===== config.mk =====
export PLATFORM = sky130hd
export DESIGN_NAME = prot_secret
export DESIGN_NICKNAME = d
export VERILOG_FILES = /design/src/rtl/prot_secret_pkg.sv /design/src/rtl/prot_secret_accum.sv /design/src/rtl/prot_secret.sv
export SDC_FILE = /design/constraint.sdc
export NUM_CORES = 1
export LEC_CHECK = 0
export CAP_MARGIN = 10
export CORE_AREA = 2 2 274 276
export CTS_CLUSTER_SIZE = 28
export DETAILED_ROUTE_END_ITERATION = 8
export DIE_AREA = 0 0 276 278
export GPL_TIMING_DRIVEN = 1
export PLACE_DENSITY = 0.41
export SLEW_MARGIN = 20
export SYNTH_ARGS = -nofsm -noshare
export SYNTH_HDL_FRONTEND = slang
export SYNTH_HIERARCHICAL = 1
export SYNTH_SLANG_ARGS = --single-unit

===== constraint.sdc =====
create_clock -name clk -period 2.39 [get_ports clk]
set_clock_uncertainty 0.2 [all_clocks]
set_input_delay 0.478 -clock clk [delete_from_list [all_inputs] [get_ports clk]]
set_output_delay 0.478 -clock clk [all_outputs]
set_load 0.01 [all_outputs]

===== src/rtl/prot_secret_pkg.sv =====
// prot_secret shared package: accumulator width default and
// pass-through lane widths used by the top and the testbench.
package prot_secret_pkg;

  localparam int ACCUM_W_DEF = 32;

  localparam int S1_W   = 1;
  localparam int S2_W   = 2;
  localparam int S8_W   = 8;
  localparam int S33_W  = 33;
  localparam int S64_W  = 64;
  localparam int S65_W  = 65;
  localparam int S129_W = 129;

endpackage


===== src/rtl/prot_secret_accum.sv =====
// Registered running-sum accumulator with a combinational bypass mux.
// Ports: clk, rst (sync, active-high), accum_in, accum_bypass,
//        accum_out (registered sum), accum_bypass_out (mux output).
module prot_secret_accum
  import prot_secret_pkg::*;
#(
  parameter int ACCUM_W = ACCUM_W_DEF
) (
  input  logic               clk,
  input  logic               rst,
  input  logic [ACCUM_W-1:0] accum_in,
  input  logic               accum_bypass,
  output logic [ACCUM_W-1:0] accum_out,
  output logic [ACCUM_W-1:0] accum_bypass_out
);

  logic [ACCUM_W-1:0] acc_q;
  logic [ACCUM_W-1:0] acc_d;

  // Sum wraps modulo 2^ACCUM_W; carry-out is dropped on purpose.
  always_comb begin
    acc_d = acc_q + accum_in;
  end

  always_ff @(posedge clk) begin
    if (rst) begin
      acc_q <= '0;
    end else begin
      acc_q <= acc_d;
    end
  end

  assign accum_out = acc_q;

  // Bypass only steers the output; acc_q keeps summing either way.
  assign accum_bypass_out = accum_bypass ? accum_in : acc_q;

endmodule


===== src/rtl/prot_secret.sv =====
// prot_secret: opaque leaf exposing a stateful accumulator path, a
// combinational bypass path and odd/wide pass-through lanes.
// Ports: clk, rst, accum_in/out, accum_bypass, accum_bypass_out,
//        sN_in/sN_out for N in {1,2,8,33,64,65,129}.
module prot_secret
  import prot_secret_pkg::*;
#(
  parameter int ACCUM_W = ACCUM_W_DEF
) (
  input  logic               clk,
  input  logic               rst,
  input  logic [ACCUM_W-1:0] accum_in,
  output logic [ACCUM_W-1:0] accum_out,
  input  logic               accum_bypass,
  output logic [ACCUM_W-1:0] accum_bypass_out,
  input  logic [S1_W-1:0]    s1_in,
  output logic [S1_W-1:0]    s1_out,
  input  logic [S2_W-1:0]    s2_in,
  output logic [S2_W-1:0]    s2_out,
  input  logic [S8_W-1:0]    s8_in,
  output logic [S8_W-1:0]    s8_out,
  input  logic [S33_W-1:0]   s33_in,
  output logic [S33_W-1:0]   s33_out,
  input  logic [S64_W-1:0]   s64_in,
  output logic [S64_W-1:0]   s64_out,
  input  logic [S65_W-1:0]   s65_in,
  output logic [S65_W-1:0]   s65_out,
  input  logic [S129_W-1:0]  s129_in,
  output logic [S129_W-1:0]  s129_out
);

  prot_secret_accum #(
    .ACCUM_W (ACCUM_W)
  ) u_accum (
    .clk              (clk),
    .rst              (rst),
    .accum_in         (accum_in),
    .accum_bypass     (accum_bypass),
    .accum_out        (accum_out),
    .accum_bypass_out (accum_bypass_out)
  );

  // Lanes are pure wires across the boundary and ignore rst.
  assign s1_out   = s1_in;
  assign s2_out   = s2_in;
  assign s8_out   = s8_in;
  assign s33_out  = s33_in;
  assign s64_out  = s64_in;
  assign s65_out  = s65_in;
  assign s129_out = s129_in;

endmodule


Yosys cells after proc, flatten, opt, wreduce, memory -nomap -nowiden
Index checks and enable logic that the tools add are counted.
{ "classes": {"mux": 1, "addsub": 1} }
{ "ops": {"columns": ["op", "n"], "rows": [
  ["$add A32 B32 Y32", 1],
  ["$mux W32", 1]
]} }
{ "word_totals": {"ff_bits": 32, "inputBits": 337, "word_cells": 3, "output_inout_bits": 366} }

Depth between registers and ports, before layout
Gate-level depths: netlist of run 1.
{ "depth": {"ltp_word": 1, "depth_mapped": 9, "ltp_nobuf": 9} }

Hierarchy
Netlist of run 1, hierarchy kept.
{ "by_module_without_submodules": {"columns": ["module", "seq_area_each_um2", "cells_per_inst", "area_per_inst_um2", "instances"], "rows": [
  ["prot_secret_accum", 640.6, 341, 2886.5, 1],
  ["prot_secret", 0.0, 302, 2267.2, 1]
]} }

Worst setup path after synthesis of run 1
Ideal clock, no wire load.
{ "synth_timing": {"path_type": "input to register", "from": "input port accum_in[4]", "to": "register u_accum.acc_q[25], in the netlist u_accum/accum_out[25]", "cell_stages": 8, "arrival_time_ns": 2.313, "t_required_ns": 2.067, "path_slack_ns": -0.246, "setup_time_ns": 0.123, "path_buffers": 0, "path_cell_list": "ha_1 > a21oi_1 > o21ai_2 > o21a_4 > o41ai_4 > o41ai_4 > o21ai_2 > mux2_1"} }
{ "synth_via": {"elab_chain_len": 1} }
{ "synth_rtl": {"columns": ["item", "line_no", "text"], "rows": [
  ["start: declaration", "prot_secret.sv:12", "input logic [ACCUM_W-1:0] accum_in,"],
  ["$add A32 B32 Y32", "prot_secret_accum.sv:22", "acc_d = acc_q + accum_in;"],
  ["end signal: assignment", "prot_secret_accum.sv:27", "acc_q <= '0;"],
  ["end signal: assignment", "prot_secret_accum.sv:29", "acc_q <= acc_d;"],
  ["end: declaration", "prot_secret_accum.sv:17", "logic [ACCUM_W-1:0] acc_q;"]
]} }
No other way between the ends.
A chain may end at the register's enable or synchronous reset.

Worst setup path after layout of run 1
{ "layout_timing": {"from": "input port accum_in[6]", "to": "register u_accum.acc_q[29], in the netlist u_accum/accum_out[29]"} }
The elaborated chain is that of the path after synthesis.

==> results list, run 1 <==
* Startpoint type of the worst setup path: primary input
* Buffers from clock root to sink, at most: 2
- The number of clock buffers added by TritonCTS is 5.
- The number of placed instances, taps included, is 1,525.
- For this run, design rule violations remaining after detail routing come to 82.
* Die Outline Area: 76,700 µm²
* Setup TNS: -1.48 ns
- The checks that failed: DRC, setup timing.
- Worst-path maximum fanout: 3
- From synthesis to final layout, the design area changed by 35.5%.
* Proportion of layout cells with a drive suffix above 1: 48.8%
- In this design, the stage delay of the slowest critical-path cell is 0.34 ns.
- Ordered list of cells on the worst path: buf_2, ha_4, o211ai_1, nor3_4, o21a_4, o41ai_4, buf_4, o41ai_4, buf_4, a21oi_2, mux2_4
- Worst Path Required: 2.37 ns
* Overall fraction of global-route tracks in use: 6.09%
- Vias per std cell: 2.55
* Seq/Total Area, Yosys: 12.4%
- RSZ-0062 raised after global routing: yes
- Vertical die dimension: 278 µm
- The root buffer cell chosen for the clock tree is clkbuf_16.
* First drt pass iteration count: 9
- Hold Startpoint: accum_in[0]
* Vias in the first global route: 4,255
- In the final routed layout, each cell accounts on average for 15.6 µm.
* Number of instances in the synthesized netlist: 643
* Flip-flop count of the largest register after layout: 32
- Relative slew slack: 72.8%
- The path with the worst hold slack has its endpoint at u_accum/accum_out[0].
- Via Count: 3,941
- Setup violations remaining at the end of the flow were counted as 15.
- The die is 276 µm wide.
* Final Critical Period: 2.66 ns
* Crit-path slowest cell: o211ai_1
- Antenna violations before repair: 0
- Fmax: 0.377 GHz
- The worst register-to-register path begins at u_accum/accum_out[1].
- Cell area power density: 1060 nW/µm²
- The tree built by TritonCTS fans out to 32 sinks.
* Type of the worst min-delay path: in -> reg
- Once layout is complete, the cells apart from fillers number 1,546.
- Routability-driven placement finished with a final weighted congestion of 0.741.
* Number of port buffers: 98
- Site Rows: 100
* Detailed Route Iter0 Violations: 185
* Arrival time reported for the critical path endpoint: 2.64 ns
* Crit path setup slack, layout: -0.266 ns
- Synthesis inferred 32 register bits.
* Transition at the pin with the smallest max-transition slack: 0.408 ns
- Top Ports: 703
- Pin count of the biggest net entering global routing: 23
* Sum of net half-perimeters after detailed placement: 20,300 µm
- Counting cells, the worst reg-to-reg path comes to 10.
* Kind of capture point of the worst setup path: register
- The number of nets handed over by synthesis was 1,012.
- Number of synthesized flops with an enable pin: 0
* Commonest non-fill, non-tap cell in the layout: buf_4
- Hold depth: 3
- Area post-placement: 6170 µm²
- Counting the fill cells in the layout gives 8,551.
* Wirelength, routed: 24,100 µm
* Register-to-register path setup slack: -0.26 ns
- Clock insertion delay at the later pin of the skew report: 0.30 ns
- Hold_ws: 0.355 ns
- Final standard cell area without fillers: 6980 µm²
- After the last flow step, the layout net total stands at 944.
- The first global-routing pass estimated 32,700 µm of wire.
* H-tree depth reported by CTS: 2
- CTS tree: built
- Max-cap violations in this run came to 0.
- After clock tree synthesis, the clock-pin slew on the worst setup and hold paths is 0.06 ns.
- Counting flops with an async set or reset pin after synthesis yields a share of 0%.
- Once detail routing completed, the nets flagged for antenna violations numbered 0.
- After synthesis the cells add up to 5150 µm².
- Most frequent cells in the layout: 131 x buf_4, 60 x clkdlybuf4s50_1, 41 x nor2_1
- The multi-input combinational cells in the finished layout cover a total of 2820 µm².
- Across the whole layout, storage elements account for 649 µm².
- Initial standard-cell utilization of the core: 6.98%
- The Yosys step of the flow raised 6 warnings.
- The average instance in the mapped netlist occupies 8.02 µm².
- Total grt overflow: 0
- For this design the static power due to leakage is 2.62 nW.
- The final count of pins violating max slew came to 0.
- Count of endpoints failing hold in the final timing report: 0
- After layout, the worst path uses 111% of the clock period.
- Most used flip-flop cell after synthesis: dfxtp_1
* RR Endpoint: u_accum/accum_out[29]
* Core footprint: 73,800 µm²
- Share of the core filled with cells: 9.46%
- Outcome: complete, but fails checks
- The synthesized netlist contains 53 unique library cells.
- Startpoint-to-endpoint class of the critical path: in -> reg
* Max IR drop VDD: 292 µV
==> power breakdown <==
part | total [W] | switching (W) | internal [W]
logic | 0.00558 | 0.00252 | 0.00306
registers | 0.00103 | 0.000263 | 0.000766
clock network | 0.000782 | 0.000290 | 0.000492
total | 0.00739 | 0.00307 | 0.00432
==> cell type report <==
class | instances | share of cell area [%]
repair buffers | 241 | 30.0
clock buffers | 6 | 1.85
clock inverters | 2 | 0.502
diodes | 1 | 0.0358
flip-flops and latches | 32 | 9.30
inverters | 11 | 0.591
well taps | 969 | 17.4
multi-input cells | 284 | 40.4
==> repair_timing <==
item	in CTS	in global routing
pin swaps	48	35
cloned	0	0
buffers inserted	11	6
hold buffers	0	0
resized for setup	137	27
setup endpoints to repair	47	24
==> worst max-delay path, delay by kind of cell <==
kind,cells,cell delay [ns]
AOI/OAI and AO/OA,5,1.00
buffers and inverters,3,0.49
muxes,1,0.31
adders and majority gates,1,0.25
and+or+nand+nor,1,0.09
==> stage by stage <==
stage               total power [W]  worst slack [ns]
detailed placement          0.00576             -1.24
global placement            0.00578             -1.23
floorplan                   0.00365           -0.0894
finish                      0.00739            -0.266
global route                0.00801            -0.356
CTS                         0.00736            -0.308
==> cells by family after synthesis <==
family / share of synthesized area [%]
AO/OA/AOI/OAI: 13.2
AND/OR/NAND/NOR: 8.74
adder cells (fa/ha/maj): 7.91
XOR/XNOR: 4.42
flip-flops: 12.4
multiplexers: 7.43
buffers and inverters: 45.9
==> worst max path at each step <==
stage / startpoint / endpoint / slack, ns / cells past startpoint
after CTS: u_accum/accum_out[2] / u_accum/accum_out[29] / -0.31 / 10
after global routing: u_accum/accum_out[1] / u_accum/accum_out[29] / -0.36 / 10
final: accum_in[6] / u_accum/accum_out[29] / -0.27 / 11
after global placement: accum_in[1] / u_accum/accum_out[31] / -1.23 / 12
after detailed placement: accum_in[1] / u_accum/accum_out[31] / -1.24 / 12
after floorplan: accum_in[1] / u_accum/accum_out[29] / -0.09 / 8
==> synthesized netlist by cell type, types with 4 or more instances <==
master,instances,share of area [%]
a21o_1,14,2.0
a21oi_1,25,2.4
a31oi_1,4,0.49
buf_4,302,44
clkbuf_1,8,0.58
dfxtp_1,32,12
ha_1,31,7.5
inv_1,11,0.80
mux2_2,32,7.0
nand2_1,14,1.0
nand2b_1,4,0.49
nand3_1,10,0.97
nor2_1,43,3.1
nor2b_1,5,0.61
nor3_1,4,0.39
o211ai_1,6,0.87
o21ai_0,16,1.6
o21bai_1,7,1.0
xnor2_1,19,3.2
xor2_1,7,1.2
==> per-layer routing <==
| layer | part of all wire, % | wire (µm) | global-route usage (%) | vias to the layer above |
|---|---|---|---|---|
| met3 | 11 | 2610 | 2.72 | 128 |
| met1 | 38 | 9130 | 6.54 | 1754 |
| met2 | 43 | 10300 | 9.09 | 343 |
| met4 | 8.6 | 2080 | 5.27 | 2 |
| met5 | 0.095 | 23 | 0.250 | - |
| li1 | - | - | - | 1714 |
Power figures use the tool's default switching activity.
==> run 2, diff against run 1 <==
--- a/config.mk
+++ b/config.mk
@@ -5,12 +5,14 @@
 export SDC_FILE = /design/constraint.sdc
 export NUM_CORES = 1
 export LEC_CHECK = 0
+export ABC_CLOCK_PERIOD_IN_PS = 2390
 export CAP_MARGIN = 10
 export CORE_AREA = 2 2 274 276
 export CTS_CLUSTER_SIZE = 28
 export DETAILED_ROUTE_END_ITERATION = 8
 export DIE_AREA = 0 0 276 278
 export GPL_TIMING_DRIVEN = 1
+export MAX_ROUTING_LAYER = met4
 export PLACE_DENSITY = 0.41
 export SLEW_MARGIN = 20
 export SYNTH_ARGS = -nofsm -noshare
==> results list, run 2 (same netlist as run 1, synthesis figures left out) <==
* Proportion of layout cells with a drive suffix above 1: 48.8%
* Vertical die dimension: 278 µm
- Across the run, the number of max-cap violations was 0.
- The final count of pins violating max slew is 0.
- Combined flip-flop and latch cell area: 649 µm²
* Arrival time reported for the critical path endpoint: 2.63 ns
- Port buffering added 98 buffers.
* Count of nets left with antenna violations after detail routing: 0
* PnR Total Power: 0.00739 W
- The setup check on the worst reg-to-reg path leaves a slack of -0.26 ns.
* Root buf cell: clkbuf_16
- CTS tree: built
- Clock insertion delay at the later pin of the skew report: 0.30 ns
- The number of antenna violations at the first check in global routing is 0.
- Max IR drop VDD: 292 µV
* Vias per std cell: 2.56
- Count of endpoints failing hold in the final timing report: 0
* Cts bufs inserted: 5
- For this configuration, the core starts out at a cell density of 6.98%.
- Horizontal extent of the die: 276 µm
- Static leakage power: 2.62 nW
- H-tree depth reported by CTS: 2
* Final Critical Period: 2.66 ns
- Wirelength, routed: 24,100 µm
- Site Rows: 100
- DRC violation count after routing: 84
- Worst Path Required: 2.37 ns
* Buffers from clock root to sink, at most: 2
- Together, buffers and inverters on the worst path number 3.
- Clock sink total: 32
- Setup repair after global routing could not meet its margin everywhere.
* Top Ports: 703
- At the end of the flow the core is filled with cells to 9.45%.
- Outcome: complete, but fails checks
- Worst setup path startpoint: accum_in[1]
- The register with the most flip-flops in the layout has 32 of them.
* Total area of multi-input combinational cells: 2820 µm²
* Crit-path slowest cell: mux2_4
* Fmax: 0.376 GHz
- In this run, post-CTS hold repair placed 0 buffers.
- The largest single stage delay on the critical path is 0.31 ns.
- Worst-path maximum fanout: 3
* Most frequent cells in the layout: 131 x buf_4, 60 x clkdlybuf4s50_1, 41 x nor2_1
* Pin count of the biggest net entering global routing: 23
- The library cell used most frequently in the layout, excluding fill and tap cells, is buf_4.
* Worst path depth: 11
- In the finished design, the share of the clock period the worst path needs comes to 111%.
- Startpoint-to-endpoint class of the critical path: in -> reg
- Overall fraction of global-route tracks in use: 6.25%
* Area growth, synth to finish: 35.4%
- R2r startpoint: u_accum/accum_out[1]
- Type of the worst min-delay path: in -> reg
- Net total in the final layout: 944
- Violated checks: DRC, setup timing
- Global-route wire length before repair: 32,600 µm
- Setup violations remaining at the end of the flow were counted as 15.
- Filler cell count in the final layout: 8,551
- The total area inside the core boundary comes to 73,800 µm².
- Summed over all nets, the half-perimeter wirelength after detailed placement is 20,300 µm.
- Relative slew slack: 73.2%
- Count of cells along the worst register-to-register path: 10
* Register clock-pin slew on the reported worst setup and hold paths: 0.06 ns
* First drt pass iteration count: 8
* Total grt overflow: 0
- The critical path ends at u_accum/accum_out[25].
* Via Count: 3,951
- Cell type group with the largest total delay on the critical path: compound AO/OA/AOI/OAI gates
- For this design the ratio of total power to cell area is 1060 nW/µm².
- The number of global-route vias before repair was 4,259.
* Avg WL per Cell: 15.6 µm
- Detailed Route Iter0 Violations: 158
- Hold_ws: 0.354 ns
- Transition at the pin with the smallest max-transition slack: 0.402 ns
* Kind of capture point of the worst setup path: register
- The critical path goes through buf_2, ha_4, a211oi_4, o21ai_4, o21a_4, o41ai_4, buf_4, o41ai_4, buf_4, o21ai_2, mux2_4.
- Final RePlAce weighted congestion: 0.750
- Crit path setup slack, layout: -0.267 ns
* RR Endpoint: u_accum/accum_out[25]
- The worst setup path is launched from a primary input.
* Die Outline Area: 76,700 µm²
[run 2: routing by layer]
metal / vias up / GRT usage [%] / wire length [µm]
met5: - / - / 0
met4: 0 / 5.27 / 2120
met3: 145 / 2.59 / 2560
met2: 332 / 9.07 / 10200
met1: 1760 / 6.63 / 9190
li1: 1714 / - / -
[run 2: metrics by stage]
| step | instances | TNS [ns] | setup WS [ns] | cell area (µm²) |
|---|---|---|---|---|
| global placement | 1525 | -22.98 | -1.23 | 6170 |
| global route | 1545 | -3.64 | -0.356 | 6980 |
| detailed placement | 1525 | -23.28 | -1.24 | 6170 |
| finish | 1546 | -1.55 | -0.267 | 6980 |
| floorplan | 643 | -0.157 | -0.0894 | 5280 |
| CTS | 1542 | -2.35 | -0.308 | 6870 |
[run 2: worst min-delay path by stage]
stage	from	to	slack (ns)	depth (start not counted)
after floorplan	u_accum/accum_out[0]	u_accum/accum_out[0]	0.46	2
after global placement	u_accum/accum_out[0]	u_accum/accum_out[0]	0.39	2
after detailed placement	u_accum/accum_out[0]	u_accum/accum_out[0]	0.40	2
after CTS	accum_in[0]	u_accum/accum_out[0]	0.33	3
after global routing	accum_in[0]	u_accum/accum_out[0]	0.37	3
final	accum_in[0]	u_accum/accum_out[0]	0.35	3
[run 2: where the power goes]
part / total [W] / internal (W) / switching, W
Clock: 0.000781 / 0.000492 / 0.000290
Sequential: 0.00103 / 0.000766 / 0.000263
Combinational: 0.00558 / 0.00306 / 0.00252
[run 2: layout make-up]
cell class,count,share of cell area (%)
Sequential cell,32,9.30
Inverter,11,0.592
Timing Repair Buffer,241,30.0
Multi-Input combinational cell,284,40.4
Tap cell,969,17.4
Antenna cell,1,0.0359
Clock inverter,2,0.502
Clock buffer,6,1.85
[run 2: worst reg2reg max path: stages, from the launching register on]
cell      delay (ns)
dfxtp_2         0.33
ha_4            0.25
a211oi_4        0.24
o21ai_4         0.11
o21a_4          0.22
o41ai_4         0.30
buf_4           0.19
o41ai_4         0.06
buf_4           0.16
o21ai_2         0.15
mux2_4          0.31
[run 2: timing repair]
item,in CTS,in global routing
pin swaps,48,35
buffers inserted,11,6
resized for setup,137,26
endpoints found under the setup margin,47,24
==> run 3, diff against run 2 <==
--- a/config.mk
+++ b/config.mk
@@ -5,15 +5,16 @@
 export SDC_FILE = /design/constraint.sdc
 export NUM_CORES = 1
 export LEC_CHECK = 0
-export ABC_CLOCK_PERIOD_IN_PS = 2390
+export ABC_AREA = 0
+export ABC_CLOCK_PERIOD_IN_PS = 3070
 export CAP_MARGIN = 10
-export CORE_AREA = 2 2 274 276
+export CORE_AREA = 2 2 276 278
 export CTS_CLUSTER_SIZE = 28
 export DETAILED_ROUTE_END_ITERATION = 8
-export DIE_AREA = 0 0 276 278
+export DIE_AREA = 0 0 278 280
 export GPL_TIMING_DRIVEN = 1
 export MAX_ROUTING_LAYER = met4
-export PLACE_DENSITY = 0.41
+export PLACE_DENSITY = 0.4
 export SLEW_MARGIN = 20
 export SYNTH_ARGS = -nofsm -noshare
 export SYNTH_HDL_FRONTEND = slang
==> constraint.sdc (replaced) <==
create_clock -name clk -period 3.07 [get_ports clk]
set_clock_uncertainty 0.2 [all_clocks]
set_input_delay 0.614 -clock clk [delete_from_list [all_inputs] [get_ports clk]]
set_output_delay 0.614 -clock clk [all_outputs]
set_load 0.02 [all_outputs]
==> results list, run 3 (same netlist as run 1, synthesis figures left out) <==
- The flow ran to the end, and the final reports show no timing, DRC or antenna violations.
* Initial standard-cell utilization of the core: 6.85%
- The library cell used most frequently in the layout, excluding fill and tap cells, is buf_4.
- Most frequent cells in the layout: 99 x buf_4, 73 x clkdlybuf4s50_1, 42 x nor2_1
* Worst-path maximum fanout: 5
- From synthesis to final layout, the design area changed by 16.2%.
- In the final design database the tool counted 882 nets.
* Vertical die dimension: 280 µm
- Buffers from clock root to sink, at most: 2
- First drt pass iteration count: 4
- Critical path buffer and inverter count: 1
- The later pin in the worst-skew pair is clocked with a latency of 0.29 ns.
- Kind of capture point of the worst setup path: register
* Detailed Route Iter0 Violations: 131
- The worst hold path was traced through 2 stages.
- At the pin with the least slew margin, the transition time is 0.459 ns.
- Slowest stage delay, CP: 0.46 ns
* Static leakage power: 2.19 nW
* Cell count after placement: 1,483
* Fraction of met2 tracks used by global routing: 9.10%
- For this run the aggregate overflow at the end of global routing stands at 0.
- The number of hold violations in the final report is 0.
- Grt met1 use: 5.88%
- In the final routed layout, each cell accounts on average for 15.4 µm.
* Overall fraction of global-route tracks in use: 5.86%
- TritonCTS built the clock tree.
- The first global-routing pass estimated 30,500 µm of wire.
- Once routing completed, OpenROAD measured the worst setup slack at 0.0782 ns.
* Max IR drop VDD: 209 µV
- The number of global-route vias before repair is 3,871.
* RSZ-0062 raised after global routing: yes
- Type of the worst min-delay path: reg -> reg
* Gr busiest metal: met2
- DRC violation count after routing: 0
* Worst path depth: 9
- Dividing total power by cell area gives a power density of 823 nW/µm².
- The count of buffers added on input and output ports is 98.
- In the global route stage, met3 resource usage came out at 2.95%.
* Hold Startpoint: u_accum/accum_out[0]
* Cell type group with the largest total delay on the critical path: compound AO/OA/AOI/OAI gates
* Sum of net half-perimeters after detailed placement: 19,700 µm
- Leaving out filler cells and counting taps, the final layout contains 1,494.
- At the worst endpoint, the required time is 3.05 ns.
- Core footprint: 75,200 µm²
* Vias per std cell: 2.44
- Max-slew violation count: 0
* Max-cap violations: 0
* Hold-fix buffers, CTS: 0
- Count of cells along the worst register-to-register path: 9
- Filler cell count in the final layout: 8,747
- At the worst endpoint, the arrival time is 2.97 ns.
- CTS placed an instance of clkbuf_16 at the clock tree root.
- The signal on the critical path passes through clkdlybuf4s50_1, ha_1, nor3_4, nor3_4, o21a_4, o41ai_4, o41ai_4, a21oi_2, mux2_1.
- Final RePlAce weighted congestion: 0.749
- The die covers 77,800 µm².
- Startpoint-to-endpoint class of the critical path: in -> reg
* Antenna violations before repair: 3
- Wires add up to 23,000 µm.
- Headroom to the max-slew limit came out at 69.4%.
- Worst-case setup slack after placement: -0.503 ns
* Cts bufs inserted: 5
- Once detail routing completed, the nets flagged for antenna violations numbered 0.
- R2r startpoint: u_accum/accum_out[0]
* Via Count: 3,652
* Flip-flop count of the largest register after layout: 32
- Top Ports: 703
- Of the cells placed in the final design, the portion with a size suffix greater than 1 is 34.4%.
* Site Rows: 101
- The worst path needs 2.99 ns of the cycle, external delays included.
* Number of endpoints failing setup at the final stage: 0
- Of the available clock period, the critical path in the final layout requires 97.5%.
- Horizontal extent of the die: 278 µm
* Worst setup path startpoint: accum_in[5]
- Clock sink total: 32
- On the critical path, the stage with the largest delay is an instance of clkdlybuf4s50_1.
- Fmax: 0.334 GHz
- Clock-pin slew was measured on the worst setup and hold paths at 0.06 ns.
* H-tree depth reported by CTS: 2
- Startpoint type of the worst setup path: primary input
- Entering global routing, the biggest net connects 25 pins.
## run 3: changes by cell type in the layout (fill, tap and decap cells not counted), sizes merged
cell / before / now
bufinv: 1 / 0
clkinv: 1 / 0
dlygate4sd2: 14 / 1
clkdlybuf4s50: 60 / 73
clkinvlp: 0 / 1
clkbuf: 9 / 7
diode: 1 / 2
clkdlybuf4s15: 5 / 0
buf: 156 / 102
## run 3: area by class of cell
type                            instances  area [µm²]  area share, %
Clock inverter                          1        7.51          0.125
Tap cell                              978        1220           20.4
Antenna cell                            2        5.00         0.0836
Inverter                               11        41.3          0.690
Clock buffer                            7         143           2.38
Multi-Input combinational cell        284        2370           39.6
Timing Repair Buffer                  179        1560           26.0
Sequential cell                        32         641           10.7
## run 3: per-layer routing
layer,vias to the layer above,part of all wire [%]
met5,-,0
met4,0,5.9
met3,121,12
met2,325,45
met1,1610,37
li1,1596,-
## run 3: power by group
group,switching [W],internal (W),total (W)
sequential,0.000243,0.000591,0.000834
clock,0.000217,0.000324,0.000540
combinational,0.00180,0.00176,0.00355
total,0.00226,0.00267,0.00493
## run 3: through the flow
| step | setup TNS, ns | total power, W | area, µm² | util [%] | hold WS, ns |
|---|---|---|---|---|---|
| floorplan | 0 | 0.00312 | 5150 | - | 0.515 |
| global placement | -6.46 | 0.00427 | 5590 | 7.44 | 0.389 |
| detailed placement | -6.47 | 0.00424 | 5590 | 7.44 | 0.399 |
| CTS | 0 | 0.00490 | 5820 | 7.74 | 0.439 |
| global route | -0.0640 | 0.00537 | 5990 | 7.96 | 0.485 |
| finish | 0 | 0.00493 | 5990 | 7.96 | 0.429 |
## run 3: timing repair
action                                  CTS  global route
endpoints found under the setup margin   15            15
buffers inserted                          1             1
hold endpoints to repair                  0             0
pin swaps                                 2             7
resized for setup                        13            29
## run 3: path summary, 6_finish.rpt
path                                         endpoint  slack (ns)
worst max-delay path            u_accum/accum_out[29]        0.08
worst min-delay path             u_accum/accum_out[0]        0.43
worst max register to register  u_accum/accum_out[29]        0.54
worst min register to register   u_accum/accum_out[0]        0.43
## run 3: tightest hold or removal path, cell delays in order (launching register included)
cell and delay [ns]:
dfxtp_1 0.35, ha_2 0.14, nor2b_1 0.10
